==> src/rtl/counter_rr_sched.sv <==
// Round-robin scheduler for two SIZE-bit up-counters sharing one incrementer, with an IDLE/RUN/DONE run FSM.
// Optional build macro COUNTER_SATURATE_EN: counters saturate at 2^SIZE-1 instead of wrapping.
//
// state | meaning
// IDLE  | waiting for start; counters held
// RUN   | grants issued, granted counter advances
// DONE  | terminal count reached; counters held until start
module counter_rr_sched #(
  parameter int SIZE = 10
) (
  input  logic            clk,
  input  logic            rst_n,
  input  logic            start,
  input  logic            stop,
  input  logic [1:0]      req,
  input  logic [SIZE-1:0] tc,
  output logic [1:0]      gnt,
  output logic [SIZE-1:0] val1,
  output logic [SIZE-1:0] val2,
  output logic [SIZE-1:0] q,
  output logic            busy,
  output logic            done
);

  typedef enum logic [1:0] {IDLE, RUN, DONE} state_t;

  state_t          state;
  logic            rr_ptr;
  logic [SIZE-1:0] inc_src;
  logic [SIZE-1:0] inc_res;
  logic            hit;

  // rr_ptr = 0 favours requester 1, 1 favours requester 2
  always_comb begin
    gnt = 2'b00;
    if (state == RUN && !start && !stop) begin
      case (req)
        2'b01:   gnt = 2'b01;
        2'b10:   gnt = 2'b10;
        2'b11:   gnt = rr_ptr ? 2'b10 : 2'b01;
        default: gnt = 2'b00;
      endcase
    end
  end

  always_comb begin
    inc_src = gnt[1] ? val2 : val1;
`ifdef COUNTER_SATURATE_EN
    inc_res = (&inc_src) ? inc_src : inc_src + SIZE'(1);
`else
    inc_res = inc_src + SIZE'(1);
`endif
    hit = (|gnt) && (inc_res == tc);
  end

  assign q = val1 + val2;

  always_ff @(posedge clk or negedge rst_n) begin
    if (!rst_n) begin
      state  <= IDLE;
      val1   <= '0;
      val2   <= '0;
      rr_ptr <= 1'b0;
      busy   <= 1'b0;
      done   <= 1'b0;
    end else if (start) begin
      state <= RUN;
      val1  <= '0;
      val2  <= '0;
      busy  <= 1'b1;
      done  <= 1'b0;
    end else begin
      case (state)
        RUN: begin
          if (stop) begin
            state <= IDLE;
            busy  <= 1'b0;
          end else if (|gnt) begin
            if (gnt[0]) val1 <= inc_res;
            else        val2 <= inc_res;
            rr_ptr <= gnt[0];
            if (hit) begin
              state <= DONE;
              busy  <= 1'b0;
              done  <= 1'b1;
            end
          end
        end
        default: ;
      endcase
    end
  end

endmodule

==> config.mk <==
export PLATFORM = sky130hd
export DESIGN_NAME = counter_rr_sched
export DESIGN_NICKNAME = d
export VERILOG_FILES = /design/src/rtl/counter_rr_sched.sv
export SDC_FILE = /design/constraint.sdc
export NUM_CORES = 1
export LEC_CHECK = 0
export ABC_CLOCK_PERIOD_IN_PS = 8050
export BUFFER_PORTS_ARGS = -buffer_cell sky130_fd_sc_hd__buf_2
export CORE_AREA = 2 2 64 66
export DETAILED_ROUTE_END_ITERATION = 8
export DIE_AREA = 0 0 66 68
export GPL_ROUTABILITY_DRIVEN = 0
export PLACE_DENSITY_LB_ADDON = 0.3
export SLEW_MARGIN = 20
export SYNTH_ARGS = -nofsm -noshare
export SYNTH_HDL_FRONTEND = slang
export SYNTH_SLANG_ARGS = --single-unit
==> constraint.sdc <==
create_clock -name clk -period 8.05 [get_ports clk]
set_input_delay 2.0125 -clock clk [delete_from_list [all_inputs] [get_ports clk]]
set_output_delay 2.0125 -clock clk [all_outputs]
set_load 0.01 [all_outputs]
==> results_dict.tcl <==
set metrics [dict create \
    synth-main-ff-cell "dfrtp_1" \
    cp-end-kind "output port" \
    reg2reg_depth 13 \
    die_area_um2 4490 \
    cts_max_path_buffers 2 \
    overflow 0 \
    avgSynthCellArea_um2 8.35 \
    wl_per_cell_um 15.0 \
    synth_edf_count 0 \
    yosysWarnings 0 \
    cts-resized-gates 0 \
    synth.top_cell.area_share 0.284 \
    slowest_delay_ns 0.40 \
    drtPass1Iterations 4 \
    p_per_area_nw_per_um2 97.1 \
    p_total_w 0.000234 \
    ys_ff_latch 24 \
    final_max_slew_viol_count 0 \
    worstPathRequired_ns 6.04 \
    cap_violations 0 \
    worstPathMaxFanout 25 \
    synthTopCellsByArea "dfrtp_1 (28%), xnor2_1 (7.9%), ha_1 (5.9%), xor2_1 (5.0%), nor2_1 (4.6%)" \
    p_leak_nw 1.19 \
    grt_max_degree 26 \
    ys_seq_area_frac 0.284 \
    fin_tns_setup_ns 0 \
    pre_cts_ws_ns 2.41 \
    grt_pass1_wl_mm 8.52 \
    ir_worst_vdd_uv 53.6 \
    hpwl_mm 3.88 \
    postSynth.asyncResetShare 1.00 \
    num_rows 23 \
    fin_cells 345 \
    setup_ws_ns 2.60 \
    period_share 0.677 \
    num_vias 2017 \
    path_common_cell "buf_2" \
    dp_cells 342 \
    synth.cell_area_um2 2110 \
    viasPerCell 5.85 \
    arrival_ns 3.44 \
    cp-start-kind "input port" \
    drc 0 \
    core_um2 3860 \
    slew_headroom 0.518 \
    synth_common_cells "nor2_1 (26), dfrtp_1 (24), nand2_1 (22)" \
    antenna_cells 0 \
    synthMostInstantiatedCell "nor2_1" \
    antenna_left 0 \
    syn_to_final_growth_pct 13.9 \
    nNetsFinal 324 \
    netlist-cell-type-count 50 \
    drtIter0Drc 104 \
    min_path_type "reg -> reg" \
    postSynthCellCount 253 \
    grt_pass1_vias 1828 \
    rsz0062_at_grt "false" \
    slowest_stage "nor4b_4" \
    h-tree-depth 1 \
    crit_chain "buf_2, nor4b_4, nand3_4, clkinv_4, buf_2" \
    post-cts-setup-buffer-count 0 \
    setup_viol 0 \
    chipHeight_um 68 \
    critical_path_class "in -> out" \
    io_pins 50 \
    hold_buffers 0 \
    wirelength_mm 5.17 \
    final_hold_viol_count 0 \
    initial_core_util 0.548 \
    timing.hold.ws_ns 0.510 \
    finClkSkew_ns 0.00957 \
    layout-drive-gt1-share 0.197 \
    clkLatencyLatePin_ns 0.27 \
    cts.clk_slew.worst_paths_ns 0.08 \
    synth_area_leader_cell "dfrtp_1" \
    post-route-min-period_ns 5.45 \
    cts_sinks 24 \
    tritoncts "done" \
    outcome "completed" \
    fmax_ghz 0.184 \
    port_buffers 49 \
    synth_nets 280 \
    holdPathStages 1 \
    fp.dieW_um 66 \
    cts_root_buf "clkbuf_8" \
    grt.total_usage 0.248 \
    tightest_slew_ns 0.721 \
    antenna_found_initial 0 \
    numCtsBuffers 3 \
]
## power by group
group | switching, W | leakage (nW) | total [W] | internal (W)
clock network | 0.0000353 | 0.0216 | 0.0000688 | 0.0000335
logic | 0.0000238 | 0.839 | 0.0000387 | 0.0000149
registers | 0.00000290 | 0.330 | 0.000126 | 0.000123
## cells in the final DEF (no fill, tap or decap), types with 2 or more instances in the layout
cell type,netlist,layout
nand2_1,22,22
ha_1,10,10
xnor2_1,19,19
nor3_1,6,6
a21oi_1,17,17
nand3_1,10,10
o21bai_1,3,3
or3_1,2,2
buf_2,2,49
a21o_1,3,3
o21ai_0,17,17
nand2b_1,4,4
o41ai_1,2,2
dfrtp_1,24,24
clkbuf_8,0,3
and3_1,7,7
a22oi_1,3,3
nor3b_1,2,2
nor4_1,3,3
mux2i_1,6,6
o21a_1,2,2
nand4_1,4,4
xor2_1,12,12
inv_1,14,14
o2bb2ai_1,2,2
nor2_1,26,26
o211ai_1,2,2
## sequential cells by signal, indices dropped and copies added, names as in the netlist
register  flops
done          1
val1         10
state         2
rr_ptr        1
val2         10
## area by class of cell
type                       instances  area [um^2]
fill                             358         1450
multi-input combinational        204         1400
inverter                          15         61.3
tap                               50         62.6
clock buffer                       3         41.3
timing repair buffer              49          245
sequential                        24          601
## stage by stage
step	utilization	instance area, um^2
after global routing	0.624	2410
after global placement	0.613	2360
after CTS	0.624	2410
after detailed placement	0.613	2360
after floorplan	-	2110
final	0.624	2410
## metal layers
| layer | vias to the layer above | wire (um) | track usage |
|---|---|---|---|
| met5 | - | 0 | 0 |
| met4 | 0 | 129 | 0.112 |
| met3 | 11 | 274 | 0.0296 |
| met2 | 59 | 2430 | 0.413 |
| met1 | 957 | 2340 | 0.327 |
| li1 | 990 | - | - |
## logic make-up (layout without fill, tap and decap cells)
group           after synthesis  after routing  synth area share
fa+ha+maj                    11             11            0.0687
compound gates               61             61             0.185
xor+xnor                     32             32             0.139
simple gates                 93             93             0.229
buf+inv                      25             67            0.0551
flops                        24             24             0.284
mux                           7              7            0.0391
## final timing paths
| path | start | end | slack (ns) |
|---|---|---|---|
| min in group asynchronous | rst_n | rr_ptr | 1.72 |
| max in group asynchronous | rst_n | val1[5] | 5.97 |
| worst max register to register | state[1] | state[0] | 4.29 |
| worst max-delay path | start | gnt[1] | 2.60 |
| worst min-delay path | rr_ptr | rr_ptr | 0.51 |
| worst min register to register | rr_ptr | rr_ptr | 0.51 |
## worst max-delay path, delay by kind of cell
family | cells | cell delay (ns)
AND/OR/NAND/NOR | 2 | 0.72
buffers and inverters | 3 | 0.70
Power figures use the tool's default switching activity.
